File: src/rtl/mult_div_unit.sv
// Iterative 32-step multiply/divide unit with architectural HI/LO registers.
// Ports:
//   clk, reset    : clock and synchronous active-high reset
//   start, op     : one-cycle request and its operation code
//   SrcA, SrcB    : operands (multiplicand/dividend/move data, multiplier/divisor)
//   busy, done    : iteration in progress / one-cycle result-written pulse
//   HI, LO        : registered result registers
module mult_div_unit #(
    parameter int DATA_WIDTH = 32
) (
    input  logic                  clk,
    input  logic                  reset,
    input  logic                  start,
    input  logic [2:0]            op,
    input  logic [DATA_WIDTH-1:0] SrcA,
    input  logic [DATA_WIDTH-1:0] SrcB,
    output logic                  busy,
    output logic                  done,
    output logic [DATA_WIDTH-1:0] HI,
    output logic [DATA_WIDTH-1:0] LO
);

    localparam int W  = DATA_WIDTH;
    localparam int CW = $clog2(W) + 1;
    localparam logic [CW-1:0] LAST = CW'(W - 1);

    typedef enum logic {
        IDLE,
        RUN
    } state_t;

    state_t        state;
    logic [CW-1:0] cnt;
    logic [2*W-1:0] acc;
    logic [W-1:0]  dvsr;
    logic [W-1:0]  orig_a;
    logic          is_div;
    logic          neg_res;
    logic          neg_rem;
    logic          div_zero;

    // Request decode
    logic          op_md;
    logic          op_mthi;
    logic          op_mtlo;
    logic          op_sgn;
    logic          a_neg;
    logic          b_neg;
    logic [W-1:0]  a_mag;
    logic [W-1:0]  b_mag;

    always_comb begin
        op_md   = (op[2] == 1'b0);
        op_mthi = (op == 3'b100);
        op_mtlo = (op == 3'b101);
        op_sgn  = op_md && !op[0];
        a_neg   = op_sgn && SrcA[W-1];
        b_neg   = op_sgn && SrcB[W-1];
        a_mag   = a_neg ? (~SrcA + 1'b1) : SrcA;
        b_mag   = b_neg ? (~SrcB + 1'b1) : SrcB;
    end

    // One iteration step.
    // Multiply: acc = {partial product, remaining multiplier bits}.
    // Divide:   acc = {partial remainder, remaining dividend / quotient bits}.
    logic [W:0]     mul_sum;
    logic [2*W-1:0] mul_next;
    logic [W:0]     div_shift;
    logic           div_ge;
    logic [W:0]     div_rem;
    logic [2*W-1:0] div_next;
    logic [2*W-1:0] acc_next;

    always_comb begin
        mul_sum = {1'b0, acc[2*W-1:W]};
        if (acc[0]) begin
            mul_sum = mul_sum + {1'b0, dvsr};
        end
        mul_next  = {mul_sum, acc[W-1:1]};

        div_shift = {acc[2*W-1:W], acc[W-1]};
        div_ge    = (div_shift >= {1'b0, dvsr});
        div_rem   = div_ge ? (div_shift - {1'b0, dvsr}) : div_shift;
        div_next  = {div_rem[W-1:0], acc[W-2:0], div_ge};

        acc_next  = is_div ? div_next : mul_next;
    end

    // Sign fix-up applied on the final iteration. Divide by zero bypasses
    // the fix-up so the quotient is all ones and HI is the raw dividend.
    logic [2*W-1:0] prod;
    logic [W-1:0]   quo;
    logic [W-1:0]   rem;
    logic [W-1:0]   fin_hi;
    logic [W-1:0]   fin_lo;

    always_comb begin
        prod = neg_res ? (~acc_next + 1'b1) : acc_next;
        quo  = neg_res ? (~acc_next[W-1:0] + 1'b1) : acc_next[W-1:0];
        rem  = neg_rem ? (~acc_next[2*W-1:W] + 1'b1) : acc_next[2*W-1:W];
        if (!is_div) begin
            fin_hi = prod[2*W-1:W];
            fin_lo = prod[W-1:0];
        end else if (div_zero) begin
            fin_hi = orig_a;
            fin_lo = '1;
        end else begin
            fin_hi = rem;
            fin_lo = quo;
        end
    end

    always_ff @(posedge clk) begin
        if (reset) begin
            state    <= IDLE;
            cnt      <= '0;
            acc      <= '0;
            dvsr     <= '0;
            orig_a   <= '0;
            is_div   <= 1'b0;
            neg_res  <= 1'b0;
            neg_rem  <= 1'b0;
            div_zero <= 1'b0;
            busy     <= 1'b0;
            done     <= 1'b0;
            HI       <= '0;
            LO       <= '0;
        end else begin
            done <= 1'b0;
            unique case (state)
                IDLE: begin
                    if (start && op_md) begin
                        state    <= RUN;
                        busy     <= 1'b1;
                        cnt      <= '0;
                        orig_a   <= SrcA;
                        is_div   <= op[1];
                        neg_res  <= a_neg ^ b_neg;
                        neg_rem  <= op[1] && a_neg;
                        div_zero <= op[1] && (SrcB == '0);
                        if (op[1]) begin
                            acc  <= {{W{1'b0}}, a_mag};
                            dvsr <= b_mag;
                        end else begin
                            acc  <= {{W{1'b0}}, b_mag};
                            dvsr <= a_mag;
                        end
                    end else if (start && op_mthi) begin
                        HI <= SrcA;
                    end else if (start && op_mtlo) begin
                        LO <= SrcA;
                    end
                end
                RUN: begin
                    acc <= acc_next;
                    cnt <= cnt + 1'b1;
                    if (cnt == LAST) begin
                        state <= IDLE;
                        busy  <= 1'b0;
                        done  <= 1'b1;
                        HI    <= fin_hi;
                        LO    <= fin_lo;
                    end
                end
                default: begin
                    state <= IDLE;
                    busy  <= 1'b0;
                end
            endcase
        end
    end

endmodule

File: config.mk
export PLATFORM = sky130hd
export DESIGN_NAME = mult_div_unit
export DESIGN_NICKNAME = d
export VERILOG_FILES = /design/src/rtl/mult_div_unit.sv
export SDC_FILE = /design/constraint.sdc
export NUM_CORES = 1
export LEC_CHECK = 0
export CORE_AREA = 2 2 247 249
export DETAILED_ROUTE_END_ITERATION = 8
export DIE_AREA = 0 0 249 251
export REMOVE_ABC_BUFFERS = 1
export SYNTH_ARGS = -nofsm -noshare
export SYNTH_HDL_FRONTEND = slang
export SYNTH_SLANG_ARGS = --single-unit
File: constraint.sdc
create_clock -name clk -period 7.7 [get_ports clk]
set_input_delay 1.925 -clock clk [delete_from_list [all_inputs] [get_ports clk]]
set_output_delay 1.925 -clock clk [all_outputs]
set_load 0.1 [all_outputs]
* Word-level counts from Yosys, hierarchy flattened
Index checks and enable logic that the tools add are counted.
W data, S select, Z words.
** Storage, ports and cells
- Logic and storage cells :: 88
- Bits of input ports :: 70
- Output and inout port bits :: 66
- Latch bits :: 0
- Memories :: 0
- Bits in registers :: 205
- Bits in writable memories :: 0
- Bits in read-only memories :: 0
** Cells by class
- $lt $le $gt $ge :: 1
- Bitwise gates (word level) :: 8
- Equal/unequal tests :: 9
- $mul :: 0
- Divide/modulo/power cells :: 0
- Add/sub/neg operators :: 8
- Muxes and demuxes :: 34
- Reductions and logical operators :: 15
- Shift-type cells :: 0
** Operator list (number)
- $mux W32 :: 18
- $mux W64 :: 3
- $add A32 B1 Y32 const B :: 4
- $not A32 Y32 :: 4
- $pmux W32 S2 :: 2
- $pmux W64 S2 :: 1
- $add A64 B1 Y64 const B :: 1
- $not A64 Y64 :: 1
- $add A32 B32 Y33 :: 1
- $ge A33 B32 Y1 :: 1
- $mux W33 :: 1
- $logic_not A32 Y1 :: 1
- $sub A32 B32 Y32 :: 1
- $pmux W6 S2 :: 1
- $ne A2 B2 Y1 const B :: 5
- $logic_and A1 B1 Y1 :: 8
- $add A6 B1 Y6 const B :: 1
- $eq A3 B3 Y1 const B :: 2
- $eq A6 B5 Y1 const B :: 1
- $mux W6 :: 1
- $mux W1 :: 5
- $pmux W1 S2 :: 2
- $reduce_and A2 Y1 :: 2
- $reduce_and A4 Y1 :: 1
- other kinds (6) :: 7

* Depth between registers and ports, before layout
Gate-level depths: netlist of run 1.
- Depth after elaboration :: 10
- Depth in mapped cells :: 23
- Mapped depth without buffers :: 20

* Worst setup path after synthesis of run 1
OpenSTA, ideal clock, no wires.
- Path kind :: reg2reg
- From :: register is_div
- To :: register HI[20]
- Path slack :: 2.913 ns
- Library setup time :: 0.101 ns
- Required time :: 7.599 ns
- Cell stages (with the launch flop) :: 20
- Clock period less this slack :: 4.787 ns
- Buffers on the path :: 6
- Arrival :: 4.686 ns
- Cell sequence :: dfxtp_1 -> buf_2 -> clkbuf_1 -> clkbuf_1 -> clkbuf_1 -> clkbuf_1 -> clkbuf_1 -> mux2_2 -> inv_1 -> ha_1 -> nand3_1 -> nor4_1 -> nand3_1 -> nor4_1 -> nand4_1 -> o21ai_1 -> nor3_1 -> a211o_1 -> and4_1 -> o41ai_1
** On the way
- Longest elaborated chain between the ends :: 8
- Elaborated cells between the ends (all ways) :: 11
- Classes of those cells :: add/sub (2); mux (7); bitwise (2)
** Ends and longest elaborated chain
- start: declaration :: RTL line 37 : logic is_div;
- start signal: assignment :: RTL line 137 : is_div <= op[1];
- $mux W64 :: RTL line 86 : acc_next = is_div ? div_next : mul_next;
- $not A32 Y32 :: RTL line 100 : rem = neg_rem ? (~acc_next[2*W-1:W] + 1'b1) : acc_next[2*W-1:W];
- $add A32 B1 Y32 :: RTL line 100
- $mux W32 :: RTL line 100
- $mux W32 :: RTL line 104 : end else if (div_zero) begin
- $mux W32 (*) :: RTL line 101 : if (!is_div) begin
- $mux W32 (*) :: RTL line 157 : if (cnt == LAST) begin
- $pmux W32 S2 (*) :: RTL line 130 : unique case (state)
- end signal: assignment :: RTL line 149 : HI <= SrcA;
- end signal: assignment :: RTL line 161 : HI <= fin_hi;
- end: declaration :: RTL line 19 : output logic [DATA_WIDTH-1:0] HI,
Mark *: on every way between the ends. The rest lies on a longest branch, timed or not. The select of a mux whose other input is x is not followed.
A chain may end at the register's enable or synchronous reset.

* Worst setup path in the final report of run 1
- From :: register dvsr[8]
- To :: register HI[20]
** On the way
- Longest elaborated chain between the ends :: 10
- Elaborated cells between the ends (all ways) :: 16
- Classes of those cells :: add/sub (4); order compare (1); mux (9); bitwise (2)
** Ends and longest elaborated chain
- start: declaration :: RTL line 35 : logic [W-1:0] dvsr;
- start signal: assignment :: RTL line 143 : dvsr <= b_mag;
- start signal: assignment :: RTL line 146 : dvsr <= a_mag;
- $add A32 B32 Y33, or another cell as far along :: RTL line 77 : mul_sum = mul_sum + {1'b0, dvsr};
- $mux W33 / $mux W32 (equally long branches) :: RTL line 76, 83
- $mux W64 (*) :: RTL line 86
- $not A32 Y32 :: RTL line 100
- $add A32 B1 Y32 :: RTL line 100
- $mux W32 :: RTL line 100
- $mux W32 :: RTL line 104
- $mux W32 (*) :: RTL line 101
- $mux W32 (*) :: RTL line 157
- $pmux W32 S2 (*) :: RTL line 130
Marks and branches as above.

==> results of run 1 <==
-- cell usage in the layout, fill, tap and decap left out, types with 12 or more instances in the layout --
cell / n
xnor2_1: 84
nand3_1: 44
nor3_1: 74
nand2b_1: 16
a311oi_1: 28
a221oi_1: 22
nor4_1: 21
o21ai_0: 137
dfxtp_1: 202
or3_1: 43
and3_1: 19
a21oi_1: 243
inv_1: 65
a211oi_1: 56
nand4_1: 26
a22oi_1: 36
clkbuf_16: 26
a21o_1: 31
o31ai_1: 22
o211ai_1: 56
nor2_1: 275
mux2_2: 18
ha_1: 69
xor2_1: 78
a31oi_1: 31
mux2i_1: 43
a222oi_1: 12
clkdlybuf4s50_1: 133
buf_4: 31
o21a_1: 19
nand2_1: 344
-- report_power, final --
group	total, µW	internal (µW)	switching, µW
Sequential	1160	1100	52.4
Combinational	1180	375	802
Clock	1280	753	524
Total	3610	2230	1380
-- state kept, by name, indices dropped and copies added, names as in the netlist --
register	flops
neg_res	1
cnt	6
neg_rem	1
div_zero	1
LO	32
HI	32
done	1
orig_a	32
busy	1
is_div	1
state	1
dvsr	32
acc	64
-- worst max-delay path, cell delays in order (launching register included) --
cell and delay, ps:
dfxtp_1 390, inv_1 60, ha_1 360, a21oi_1 240
o21ai_0 170, a21oi_2 320, o211a_1 780, nand2_2 100
nand2_1 380, a21boi_0 340, ha_1 260, nand3_1 160
nor4_1 260, buf_4 220, nand3_1 160, nor4_1 200
nand4_1 360, o21ai_1 300, nor3_1 70, a211o_1 280
and4_1 170, o41ai_1 230
-- routing by layer --
layer,track usage [%],routed length [µm],up-vias
li1,-,-,9263
met5,0,13,-
met1,31.8,32800,9230
met4,8.28,3010,2
met3,3.19,6210,139
met2,33.5,30900,892
-- stage by stage --
| step | cells | total power, µW |
|---|---|---|
| after CTS | 3327 | 3590 |
| after detailed placement | 3284 | 2320 |
| after floorplan | 2335 | 1910 |
| after global placement | 3284 | 2330 |
| after global routing | 3327 | 3740 |
| final | 3327 | 3610 |
-- cell families (layout without fill, tap and decap cells) --
family / count (synthesis) / after routing
and+or+nand+nor: 946 / 946
AOI/OAI and AO/OA: 821 / 821
buffers and inverters: 244 / 279
DFF: 205 / 205
xor gates and xnor gates: 162 / 162
adders and majority gates: 71 / 71
muxes: 61 / 61
-- how the worst max path moves through the flow --
stage,depth (start not counted),from,to,slack [ps]
final,21,dvsr[8],HI[20],1740
after global placement,13,SrcB[12],acc[29],1990
after CTS,21,dvsr[8],HI[20],1900
after floorplan,13,is_div,HI[20],-380
after global routing,21,dvsr[8],HI[20],1310
after detailed placement,13,SrcB[13],acc[29],1980
-- area by class of cell --
| type | instances | share of cell area [%] |
|---|---|---|
| clock buffer | 33 | 3.48 |
| clock inverter | 10 | 0.668 |
| inverter | 69 | 1.26 |
| tap | 782 | 4.75 |
| timing repair buffer | 167 | 7.76 |
| sequential | 205 | 19.9 |
| multi-input combinational | 2061 | 62.1 |
==> qor.yml, run 1 <==
status: "completed"
rsz0062_at_grt: "false"
first_pass_iters: 8
cp-start-kind: "register"
min_path_type: "register to register"
synth_top_family_by_area: "compound AO/OA/AOI/OAI gates"
fin_area_um2: 20600
maxSlewHeadroom_pct: 19.7
end_kind: "register"
crit_required_ps: 8140
timing.final.crit_share_pct: 77.4
die_w_um: 249
synth_area_leaders: "dfxtp_1, nand2_1, a21oi_1"
htree_levels: 1
cts_setup_buffers: 0
ys_types: 93
cts.path.max_buffers: 3
p_leak_uw: 0.00739
viasPerCell: 5.87
layout_setup_ws_ps: 1740
nets: 2669
synthFlopType: "dfxtp_1"
cp_max_fo: 19
synth_seq_area_share_pct: 23.0
reg2reg_depth: 21
drt_wl_total_um: 72900
hold_path_end: "orig_a[25]"
drv_slew: 0
setup_viol: 0
synthTopCellsByCount: "nand2_1, nor2_1, a21oi_1"
syn_area_per_cell_um2: 7.10
cts_sinks: 205
max_freq_mhz: 168
numPortBuffers: 135
synth-simple-area-share_pct: 24.5
start_util_pct: 29.8
yosys.area.top_type: "dfxtp_1"
ir_drop_v: 0.000145
diodes: 0
area_delta_synth_final_pct: 15.7
skew_ps: 20.9
dp_slack_ps: 1980
min_period_ps: 5960
cts_made_buffers: 24
insertion_delay_ps: 560
cts_tree: "done"
postRouteAntennaNets: 0
netlist_instances: 2510
synth_fa_ha_area_share_pct: 5.07
fp.coreArea_um2: 59800
drt_iter0_markers: 2397
muxShareOfSynthArea_pct: 3.55
post_cts_resized: 0
placed_cell_area_um2: 19800
hpwl_um: 54200
maxCapViolations: 0
async_flop_share_pct: 0
fill_cells: 6418
antenna_found_initial: 1
postLayoutCoreUtil_pct: 34.5
reg2reg_setup_slack_ps: 1740
hold_slack_ps: 454
multiInputGateArea_um2: 12800
min_path_cells: 2
synth-seq-cells: 205
drc: 0
die_area_um2: 62500
path_clk_slew_ps: 70
first_global_vias: 17536
vias: 19526
syn_area_um2: 17800
core.rowCount: 90
yosys.area.top_type_share_pct: 23.0
drive_gt1_share_pct: 5.30
wl_per_cell_um: 21.9
grt_pass1_wl_um: 109000
grt_overflow: 0
min_from: "orig_a[25]"
synth_edf_count: 0
synth_compound_area_share_pct: 30.6
regArea_um2: 4110
path_class: "register to register"
hold_buffers: 0
grt_usage_pct: 22.2
tightest_slew_ps: 1200
worstPathArrival_ps: 6390
yosysWarnings: 0
die_h_um: 251
gp_congestion: 0.974
grt_max_degree: 101
synth_most_common_cell: "nand2_1"
root_buffer: "clkbuf_16"
synth_xor_area_share_pct: 7.97
r2r_start: "dvsr[8]"
powerDensity_nw_per_um2: 175
fin_setup_tns_ps: 0
finalHoldViolations: 0
r2r-end: "HI[20]"
pin_count: 136
No activity file was read; power rests on OpenSTA's default activity.
==> run 2, diff against run 1 <==
- clock period: 7.7 -> 5.3 ns (I/O delays scaled with it)
==> qor.yml, run 2 (synthesis results as in run 1) <==
end_kind: "register"
numPortBuffers: 135
fin_area_um2: 21400
max_freq_mhz: 192
largest_register_ffs: 64
drv_slew: 0
crit_required_ps: 5760
skew_ps: 15.1
timing.critical_path.mode_cell: "inv_1"
fill_cells: 6343
ir_drop_v: 0.000231
gp_congestion: 0.963
grt_max_degree: 131
maxCapViolations: 0
internal-power_uw: 3280
vias: 20089
maxSlewHeadroom_pct: 19.4
first_pass_iters: 7
min_period_ps: 5200
cts_sinks: 205
drt_wl_total_um: 77400
nets: 2763
die_w_um: 249
min_path_type: "register to register"
largest-register: "acc"
cp_max_fo: 4
power_switching_uw: 2080
grt_usage_pct: 23.7
core.rowCount: 90
area_delta_synth_final_pct: 20.0
die_h_um: 251
drc: 0
cts.path.max_buffers: 3
timing.final.crit_share_pct: 98.1
start_util_pct: 29.8
drt_iter0_markers: 2335
path_clk_slew_ps: 60
p_seq_share_pct: 31.1
cp-start-kind: "register"
pin_count: 136
p_sw_share_pct: 38.8
viasPerCell: 5.87
placed_cell_area_um2: 20500
setup_viol: 0
grt_overflow: 0
grt_pass1_wl_um: 116000
p_leak_uw: 0.00788
wl_per_cell_um: 22.6
die_area_um2: 62500
root_buffer: "clkbuf_16"
final_common_cell: "nand2_1"
drive_gt1_share_pct: 8.67
insertion_delay_ps: 570
status: "completed"
clock_power_share_pct: 33.8
hpwl_um: 58300
powerDensity_nw_per_um2: 251
htree_levels: 1
layout_common_cells: "nand2_1, nor2_1, a21oi_1, dfxtp_1, o21ai_0"
p_comb_share_pct: 35.1
path_class: "register to register"
slowest_stage: "or4bb_1"
fp.coreArea_um2: 59800
hold_slack_ps: 453
hold_buffers: 0
finalHoldViolations: 0
worstPathArrival_ps: 5660
crit_chain: "inv_1 > ha_1 > inv_1 > fa_1 > a21o_1 > a311o_1 > a22oi_1 > a2bb2oi_1 > a2111oi_0 > nor3_1 > xnor2_1 > a311oi_1 > nor3b_2 > or4bb_1 > or4_1 > o2111a_1 > a31o_1"
cts_tree: "done"
max_stage_delay_ps: 570
postRouteAntennaNets: 0
tightest_slew_ps: 1210
cts_made_buffers: 26
first_global_vias: 18306
antenna_found_initial: 1
diodes: 0
-- run 2: changes by cell type in the layout (fill, tap and decap cells not counted), sizes merged --
cell / previous run / this run
buf: 34 / 126
clkbuf: 33 / 45
bufinv: 3 / 0
clkinv: 7 / 5
clkinvlp: 2 / 1
inv: 67 / 66
-- run 2: layout make-up --
class | count | area (µm²) | area share (%)
timing repair buffer | 259 | 2350 | 11.0
clock buffer | 45 | 823 | 3.85
tap | 782 | 978 | 4.58
inverter | 69 | 259 | 1.21
multi-input combinational | 2061 | 12800 | 60.0
sequential | 205 | 4110 | 19.2
clock inverter | 3 | 17.5 | 0.0819
-- run 2: timing repair --
item	CTS	global route
setup buffers	0	0
setup endpoints to repair	0	13
resized for setup	0	4
-- run 2: path summary, 6_finish.rpt --
path	end	from	depth (start not counted)	slack [ps]
max	HI[31]	acc[31]	17	100
min	orig_a[3]	orig_a[3]	2	450
max reg2reg	HI[31]	acc[31]	17	100
min reg2reg	orig_a[3]	orig_a[3]	2	450
-- run 2: routing by layer --
layer,GRT usage (%),vias to the layer above,share of wire [%]
met3,3.24,125,8.6
met1,34.1,9529,45
li1,-,9438,-
met4,7.13,2,3.2
met2,36.5,995,44
met5,0,-,0.015
-- run 2: critical path, delay by kind of cell (launching register included) --
family / cells / cell delay [ps]
fa+ha+maj: 2 / 610
flops: 1 / 310
compound gates: 8 / 2370
simple gates: 4 / 1470
xor+xnor: 1 / 210
buf+inv: 2 / 130
-- run 2: stage by stage --
stage	util (%)	setup TNS [ps]	power [µW]	cells	setup WS, ps
2_1_floorplan	-	-181880	2770	2335	-2780
3_3_place_gp	34.3	0	3530	3376	201
3_5_place_dp	34.3	0	3530	3376	160
4_1_cts	35.7	0	5330	3424	109
5_1_grt	35.7	-43.6	5550	3424	-32.2
6_report	35.7	0	5370	3424	102
-- run 2: power groups by stage --
stage | clock network, µW | registers [µW] | logic, µW
2_1_floorplan | 0 | 1810 | 957
3_3_place_gp | 0 | 1700 | 1830
3_5_place_dp | 0 | 1700 | 1830
4_1_cts | 1820 | 1670 | 1840
5_1_grt | 1880 | 1670 | 2000
6_report | 1810 | 1670 | 1890
==> run 3, diff against run 2 <==
- HOLD_SLACK_MARGIN: default -> 0.12
==> results of run 3 <==
No change in the layout: final DEF, timing and power equal those of run 2.
==> variant (settings of run 1) <==
Compare `cnt` against `LAST` with >= in place of ==.
--- a/src/rtl/mult_div_unit.sv
+++ b/src/rtl/mult_div_unit.sv
@@ -154,7 +154,7 @@
                 RUN: begin
                     acc <= acc_next;
                     cnt <= cnt + 1'b1;
-                    if (cnt == LAST) begin
+                    if (cnt >= LAST) begin
                         state <= IDLE;
                         busy  <= 1'b0;
                         done  <= 1'b1;
Check against the original RTL: same outputs for any inputs over 4 cycles, from zero or initial values and one cycle with reset high; that may be too few to reach the edited logic, so the function may still have changed.
==> variant against run 1 <==
- worst setup slack lost 0.084 ns
- design area up 0.26%
- synthesized area increased by 0.22%
- routed wire length fell by 1.6%
- critical endpoint is now HI[28]
- total power decreased by 2.3%
- sequential cell count did not move
- count of clock-buffer cells in the layout increased by 2
- highest routed layer is now met4
- sequential power about the same
==> variant: results (changes against run 1) <==
outcome: complete, no violations (unchanged)
GRT met2 Usage: 36.4% (was 33.5%)
Num CTS Buffers: 24 (unchanged)
peak supply drop: 0.143 mV (was 0.145 mV)
maximum fanout along the worst path: 6 (was 19)
Slowest-stage cell, CP: nor4_1 (was o211a_1)
Internal: 2180 µW (was 2230 µW)
fin cells: 3343 (was 3327)
Final Skew: 0.0181 ns (was 0.0209 ns)
CP max stage delay: 0.63 ns (was 0.78 ns)
GRT met1 Usage: 29.1% (was 31.8%)
global-route wire length before repair: 109 mm (about the same)
Fill cells: 6404 (was 6418)
vias in the first global route: 18100 (was 17500)
reg2reg end: HI[28] (was HI[20])
register area share after synthesis: 23.0% (about the same)
dpl hpwl: 53.6 mm (was 54.2 mm)
Via density: 5.87 (about the same)
CP delay by family, top: simple AND/OR/NAND/NOR gates (was compound AO/OA/AOI/OAI gates)
Pre-Repair DR Iteration Count: 7 (was 8)
slack of the worst reg-to-reg path: 1.66 ns (was 1.74 ns)
WL met1: 31.2 mm (was 32.8 mm)
overall routing resource usage: 21.9% (was 22.2%)
final total power: 3520 µW (was 3610 µW)
Met2 Routed Length: 32.7 mm (was 30.9 mm)
largest net degree at the start of global routing: 78 (was 101)
Post-synth top cells: 308 x nor2_1, 304 x nand2_1, 229 x a21oi_1 (was 344 x nand2_1, 276 x nor2_1, 244 x a21oi_1)
Top FF cell, synth: dfxtp_1 (unchanged)
Initial DRC Count: 2084 (was 2397)
met3 wire length: 5.04 mm (was 6.21 mm)
met3 GRT Util: 2.26% (was 3.19%)
LEAKAGE: 0.00742 µW (was 0.00739 µW)
Least-Margin Pin Slew: 1.15 ns (was 1.20 ns)
DP Area: 0.0199 mm² (was 0.0198 mm²)
drt total wl: 71.8 mm (was 72.9 mm)
Area contributors post-synth: dfxtp_1 23%, nor2_1 6.5%, a21oi_1 6.4%, nand2_1 6.4%, ha_1 4.8% (was dfxtp_1 23%, nand2_1 7.2%, a21oi_1 6.9%, nor2_1 5.8%, ha_1 4.8%)
initial antenna violation count: 0 (was 1)
Unique masters post-synth: 99 (was 93)
Final #Nets: 2685 (was 2669)
R2R Path Start: dvsr[14] (was dvsr[8])
clock share of power: 34.3% (was 35.4%)
GP Congestion: 0.935 (was 0.974)
variant: cell types whose count changed in the layout (fill, tap and decap cells not counted), moves of 8 or more:
cell | before | now
nand2_1 | 344 | 304
nor2_1 | 275 | 307
a21oi_1 | 243 | 227
o21ai_0 | 137 | 153
o31ai_1 | 22 | 38
xor2_1 | 78 | 67
nand3b_1 | 9 | 1
o211ai_1 | 56 | 48
variant: worst min path at each step:
| stage | start | endpoint | cells after the start |
|---|---|---|---|
| floorplan | orig_a[21] | orig_a[21] | 2 |
| detailed placement | orig_a[20] | orig_a[20] | 2 |
| finish | orig_a[21] | orig_a[21] | 2 |
| global placement | orig_a[25] | orig_a[25] | 2 |
| CTS | orig_a[20] | orig_a[20] | 2 |
| global route | orig_a[20] | orig_a[20] | 2 |
variant: area by class of cell:
type / count / area [µm²] / area share [%]
Timing Repair Buffer: 172 / 1630 / 7.86
Multi-Input combinational cell: 2067 / 12900 / 62.2
Sequential cell: 205 / 4110 / 19.9
Tap cell: 782 / 978 / 4.73
Clock inverter: 8 / 93.8 / 0.454
Clock buffer: 35 / 723 / 3.50
Inverter: 74 / 278 / 1.34
variant: cells by family (layout without fill, tap and decap cells):
kind of cell,Yosys count,after routing,synth area share (%)
compound gates,853,853,31.9
xor+xnor,150,150,7.36
fa+ha+maj,71,71,5.06
buf+inv,241,289,5.25
flops,205,205,23.0
mux,55,55,3.20
simple gates,938,938,24.2
variant: stage by stage:
stage,hold WS (ns),setup WS (ns)
6_report,0.450,1.66
3_5_place_dp,0.444,1.50
2_1_floorplan,0.425,0.803
4_1_cts,0.451,1.82
5_1_grt,0.463,1.18
3_3_place_gp,0.439,1.51
